==> src/rtl/fetch_pkg.sv <==
// Shared types for the f2 fetch-request stage: head FSM states, queue entry layout
// and address geometry.
package fetch_pkg;

  localparam int XLEN        = 32;
  localparam int CLC_WIDTH   = 26;
  localparam int LINE_OFF    = XLEN - CLC_WIDTH;
  localparam int FETCH_DEPTH = 4;

  typedef enum logic [2:0] {
    ST_IDLE   = 3'd0,
    ST_ISSUE  = 3'd1,
    ST_MMIO_E = 3'd2,
    ST_MMIO_O = 3'd3,
    ST_POP    = 3'd4
  } fetch_state_e;

  typedef struct packed {
    logic [XLEN-1:0] even_addr;
    logic [XLEN-1:0] odd_addr;
    logic            even_v;
    logic            odd_v;
    logic            pcd;
  } fetch_entry_t;

endpackage

==> src/rtl/fetch_req_fifo.sv <==
// Small in-order request queue. Pointers wrap naturally because DEPTH is a power of 2;
// clear empties the queue on the next edge and outranks push/pop.
module fetch_req_fifo #(
  parameter int W     = 8,
  parameter int DEPTH = 4,
  localparam int AW   = $clog2(DEPTH),
  localparam int CW   = AW + 1
) (
  input  logic          clk,
  input  logic          rst,
  input  logic          clear,
  input  logic          push,
  input  logic [W-1:0]  push_data,
  input  logic          pop,
  output logic [W-1:0]  pop_data,
  output logic          full,
  output logic          empty,
  output logic [CW-1:0] count
);

  logic [W-1:0]  mem [DEPTH];
  logic [AW-1:0] wr_ptr;
  logic [AW-1:0] rd_ptr;
  logic          do_push;
  logic          do_pop;

  assign full     = (count == CW'(DEPTH));
  assign empty    = (count == '0);
  assign do_push  = push && !full;
  assign do_pop   = pop && !empty;
  assign pop_data = mem[rd_ptr];

  always_ff @(posedge clk or negedge rst) begin
    if (!rst) begin
      wr_ptr <= '0;
      rd_ptr <= '0;
      count  <= '0;
    end else if (clear) begin
      wr_ptr <= '0;
      rd_ptr <= '0;
      count  <= '0;
    end else begin
      if (do_push) wr_ptr <= wr_ptr + 1'b1;
      if (do_pop)  rd_ptr <= rd_ptr + 1'b1;
      count <= count + CW'(do_push) - CW'(do_pop);
    end
  end

  always_ff @(posedge clk) begin
    if (do_push && !clear) mem[wr_ptr] <= push_data;
  end

endmodule

==> src/rtl/f2_fetch_req.sv <==
// f2 fetch-request stage: queues translated line pairs from f1 and issues them to the
// even/odd I-cache banks or the MMIO port. Every req output is a level held until ack.
module f2_fetch_req
  import fetch_pkg::*;
#(
  parameter int DEPTH = FETCH_DEPTH
) (
  input  logic            clk,
  input  logic            rst,
  input  logic            flush,
  input  logic            in_valid,
  output logic            in_ready,
  input  logic            hit,
  input  logic            pcd,
  input  logic            exceptions,
  input  logic            addr_even_valid,
  input  logic            addr_odd_valid,
  input  logic [XLEN-1:0] addr_even,
  input  logic [XLEN-1:0] addr_odd,
  output logic            ic_even_req,
  output logic [XLEN-1:0] ic_even_addr,
  input  logic            ic_even_ack,
  output logic            ic_odd_req,
  output logic [XLEN-1:0] ic_odd_addr,
  input  logic            ic_odd_ack,
  output logic            mmio_req,
  output logic [XLEN-1:0] mmio_addr,
  input  logic            mmio_ack,
  output logic            tlb_miss,
  output logic            fault,
  output logic            busy,
  output fetch_state_e    state_dbg
);

  localparam int CW = $clog2(DEPTH) + 1;

  fetch_state_e  state, state_nxt;
  fetch_entry_t  head, push_entry;
  logic [CW-1:0] q_count;
  logic          q_full, q_empty;
  logic          accept, push, pop;
  logic          even_done, odd_done;
  logic          even_pend, odd_pend;

  // Handshake: f1 transfers when in_valid && in_ready; each downstream req is held,
  // address stable, until the cycle its ack is sampled high; flush cancels everything.
  assign accept     = in_valid && in_ready && !flush;
  assign push       = accept && !exceptions && hit && (addr_even_valid || addr_odd_valid);
  assign pop        = (state == ST_POP) && !flush;
  assign push_entry = '{even_addr: addr_even, odd_addr: addr_odd,
                        even_v: addr_even_valid, odd_v: addr_odd_valid, pcd: pcd};

  fetch_req_fifo #(
    .W     ($bits(fetch_entry_t)),
    .DEPTH (DEPTH)
  ) u_fifo (
    .clk       (clk),
    .rst       (rst),
    .clear     (flush),
    .push      (push),
    .push_data (push_entry),
    .pop       (pop),
    .pop_data  (head),
    .full      (q_full),
    .empty     (q_empty),
    .count     (q_count)
  );

  assign in_ready  = !q_full;
  assign busy      = (q_count != '0) || (state != ST_IDLE);
  assign state_dbg = state;
  assign even_pend = head.even_v && !even_done;
  assign odd_pend  = head.odd_v && !odd_done;

  always_ff @(posedge clk or negedge rst) begin
    if (!rst) state <= ST_IDLE;
    else      state <= state_nxt;
  end

  always_comb begin
    state_nxt = state;
    unique case (state)
      ST_IDLE: begin
        if (!q_empty) begin
          if (!head.pcd)       state_nxt = ST_ISSUE;
          else if (head.even_v) state_nxt = ST_MMIO_E;
          else                 state_nxt = ST_MMIO_O;
        end
      end
      ST_ISSUE: begin
        if ((!even_pend || ic_even_ack) && (!odd_pend || ic_odd_ack)) state_nxt = ST_POP;
      end
      ST_MMIO_E: if (mmio_ack) state_nxt = head.odd_v ? ST_MMIO_O : ST_POP;
      ST_MMIO_O: if (mmio_ack) state_nxt = ST_POP;
      ST_POP:    state_nxt = ST_IDLE;
      default:   state_nxt = ST_IDLE;
    endcase
    if (flush) state_nxt = ST_IDLE;
  end

  always_comb begin
    ic_even_req  = 1'b0;
    ic_even_addr = '0;
    ic_odd_req   = 1'b0;
    ic_odd_addr  = '0;
    mmio_req     = 1'b0;
    mmio_addr    = '0;
    unique case (state)
      ST_ISSUE: begin
        ic_even_req  = even_pend;
        ic_even_addr = even_pend ? head.even_addr : '0;
        ic_odd_req   = odd_pend;
        ic_odd_addr  = odd_pend ? head.odd_addr : '0;
      end
      ST_MMIO_E: begin
        mmio_req  = 1'b1;
        mmio_addr = head.even_addr;
      end
      ST_MMIO_O: begin
        mmio_req  = 1'b1;
        mmio_addr = head.odd_addr;
      end
      default: ;
    endcase
  end

  // Per-bank completion for the current cached pair; cleared when the entry retires.
  always_ff @(posedge clk or negedge rst) begin
    if (!rst) begin
      even_done <= 1'b0;
      odd_done  <= 1'b0;
    end else if (flush || state != ST_ISSUE) begin
      even_done <= 1'b0;
      odd_done  <= 1'b0;
    end else begin
      if (ic_even_req && ic_even_ack) even_done <= 1'b1;
      if (ic_odd_req && ic_odd_ack)   odd_done  <= 1'b1;
    end
  end

  always_ff @(posedge clk or negedge rst) begin
    if (!rst) begin
      tlb_miss <= 1'b0;
      fault    <= 1'b0;
    end else begin
      tlb_miss <= accept && !exceptions && !hit;
      fault    <= accept && exceptions;
    end
  end

endmodule

==> config.mk <==
export PLATFORM = sky130hd
export DESIGN_NAME = f2_fetch_req
export DESIGN_NICKNAME = d
export VERILOG_FILES = /design/src/rtl/fetch_pkg.sv /design/src/rtl/fetch_req_fifo.sv /design/src/rtl/f2_fetch_req.sv
export SDC_FILE = /design/constraint.sdc
export NUM_CORES = 1
export LEC_CHECK = 0
export ABC_AREA = 1
export BUFFER_PORTS_ARGS = -buffer_cell sky130_fd_sc_hd__buf_2
export CORE_MARGIN = 8
export CORE_UTILIZATION = 45
export CTS_BUF_LIST = sky130_fd_sc_hd__clkbuf_8 sky130_fd_sc_hd__clkbuf_16
export DETAILED_ROUTE_END_ITERATION = 10
export PLACE_DENSITY = 0.74
export SYNTH_ARGS = -nofsm -noshare
export SYNTH_HDL_FRONTEND = slang
export SYNTH_HIERARCHICAL = 1
export SYNTH_SLANG_ARGS = --single-unit
==> constraint.sdc <==
create_clock -name clk -period 10.1 [get_ports clk]
set_input_delay 1.01 -clock clk [delete_from_list [all_inputs] [get_ports clk]]
set_output_delay 1.01 -clock clk [all_outputs]
set_load 0.1 [all_outputs]
==> metrics <==
status=finished, final reports clean; cell class contributing the biggest share of worst-path delay=buffers and inverters; Critical Path, Cell by Cell=buf_4 -> inv_2 -> o21ai_0 -> o22ai_1 -> nand2_1 -> nor2_4 -> inv_2 -> nor2_1 -> buf_2; share of cells above drive strength 1=0.230; core area=0.0258 sq mm; crit path kind=flip-flop to output pin; R2R depth=9; Placer Congestion=0.812; Hold Buf Count CTS=0; Num CTS Buffers=29; clk slew on worst S/H paths=0.06 ns; Slew Limit Fails=0; RSZ-0062 raised after global routing=no; PwrDens=232 mW/mm^2; syn nets=1035; Via Count=8119; Cells after DPL=1422; Sequential Area=0.00840 sq mm; Total Wirelength=32500 microns; Layout fillers=2177; largest net degree at the start of global routing=93; WP data arrival=3.88 ns; antenna violations before repair=9; EDFF count, synth=268; Die Span Y=177 microns; max frequency=205 MHz; Final Cycle Share=0.484; max_cap viols=0; H-tree depth=1; DRC=0; DRT iter0 DRCs=794; Worst path most repeated cell=inv_2; highest net fanout along the worst path=71; Detailed Routing Iterations Pass 1=5; min Tclk post-route=4.89 ns; crit-path max cell delay=0.53 ns; setup bufs post-CTS=0; worst path bufs/invs=4; Main synth FF type=edfxtp_1; Synth area leader=edfxtp_1; area post-placement=0.0127 sq mm; path category of the worst min-delay check=primary input to async pin; via/cell ratio=5.49; first-pass GRT wire length=48200 microns; pre-CTS WS=5.83 ns; Clock Path Buffers=3; worst relative slew slack=0.278; vias in the first global route=7999; GRT Overall Usage=0.202; Synth Register Bits=282; hold slack=0.372 ns; Setup-failing EPs final=0; top cell type's share of synthesized area=0.691; Seq/Total Area, Yosys=0.721; Fin. Hold Viols=0; Worst Skew=0.0215 ns; number of gates resized after cts=0; Die Wd=177 microns; Setup TNS Final=0 ns; initial core utilization=0.452; WP data required=9.09 ns; Levels on crit path=9; die area=0.0313 sq mm; Synth top cells by count=edfxtp_1, nor2_1, o21ai_0, o22ai_1, inv_1; LEAKAGE=5.43 nW; Post-Synthesis Cells=952; synth warn=6; post-route cell area=0.0137 sq mm; TritonCTS Sinks=282; Worst Tran Pin Value=1.08 ns; WL/cell=22.0 microns; worst vdd ir=196 uV; Area Growth Syn to Fin=18.1%; Post-synth ARST share=0.0496; Setup WS post-layout=5.21 ns; num rows=59; IO Pins=182; syn_area_per_cell=12.2 sq um; startpoint types=flip-flop; Skew-Pair Late Insertion Delay=0.56 ns; grt total ovfl=0; Final ANT Viol Nets=0; CP max stage cell=inv_2; clock root cell=clkbuf_16; IO buf count=181; CTS tree=built; Mapped Area=0.0116 sq mm; main area contributors after synthesis=edfxtp_1, nor2_1, o21ai_0; post-route non-filler standard cell count=1480; endpoint type of the worst setup path=output pin; most common cell in the netlist=edfxtp_1; Final #Nets=1201; area taken by multi-input logic gates=0.00256 sq mm; dpl hpwl=20800 microns; Yosys cell types=27
==> final cells by class <==
class | instances | share of cell area
diodes | 4 | 0.000728
clock buffers | 29 | 0.0528
clock inverters | 25 | 0.0207
inverters | 96 | 0.0265
multi-input cells | 518 | 0.186
flip-flops and latches | 282 | 0.611
well taps | 335 | 0.0305
repair buffers | 191 | 0.0713
==> report_power, final <==
| part | leakage (nW) | internal [mW] | switching (mW) |
|---|---|---|---|
| Sequential | 2.60 | 1.29 | 0.0104 |
| Combinational | 2.33 | 0.0938 | 0.682 |
| Clock | 0.498 | 0.678 | 0.439 |
| Total | 5.43 | 2.06 | 1.13 |
==> logic make-up (layout without fill, tap and decap cells) <==
family / Yosys count / after routing / synth area share
flip-flops: 282 / 282 / 0.721
AND/OR/NAND/NOR: 271 / 271 / 0.0953
AO/OA/AOI/OAI: 240 / 240 / 0.114
buffers and inverters: 152 / 341 / 0.0616
adder cells (fa/ha/maj): 7 / 7 / 0.00816
other: 0 / 4 / 0
==> metal layers <==
layer / track usage / vias up / routed length, microns
met5: 0 / - / 63
met1: 0.261 / 3932 / 12800
met2: 0.332 / 384 / 16000
li1: - / 3729 / -
met4: 0.0760 / 10 / 1030
met3: 0.0420 / 64 / 2640
==> registers in the layout (all words and copies together) (netlist names) <==
name and flops:
even_done 1, u_fifo/rd_ptr 2, tlb_miss 1, u_fifo/wr_ptr 2
odd_done 1, fault 1, u_fifo/count 3, state_dbg 3
u_fifo/mem 268
==> layout by cell type (no fill, tap or decap), drive strengths merged <==
cell	count
a21oi	3
clkinvlp	3
buf	191
clkinv	14
nand3b	1
o22ai	100
nor4	1
fa	1
nand4	6
ha	6
nor2	218
bufinv	6
nand3	16
o21ai	137
nand2	28
clkbuf	29
diode	4
dfrtp	14
inv	98
edfxtp	268
nor3	1
==> final timing paths <==
| kind | startpoint | end | slack [ns] |
|---|---|---|---|
| setup / recovery | u_fifo/rd_ptr[1] | ic_odd_addr[31] | 5.21 |
| hold / removal | rst | tlb_miss | 0.37 |
| setup reg to reg | u_fifo/count[1] | u_fifo/mem[1][5] | 7.15 |
| hold reg to reg | even_done | even_done | 0.55 |
| max in group asynchronous | rst | u_fifo/rd_ptr[0] | 9.45 |
| min in group clk | even_done | even_done | 0.55 |
==> stage by stage <==
step | total power [mW] | utilization
after global routing | 3.28 | 0.534
after global placement | 2.09 | 0.494
after floorplan | 1.97 | -
after detailed placement | 2.10 | 0.494
after CTS | 3.20 | 0.533
final | 3.19 | 0.534
Note: power is estimated with default switching activity, not from simulation.
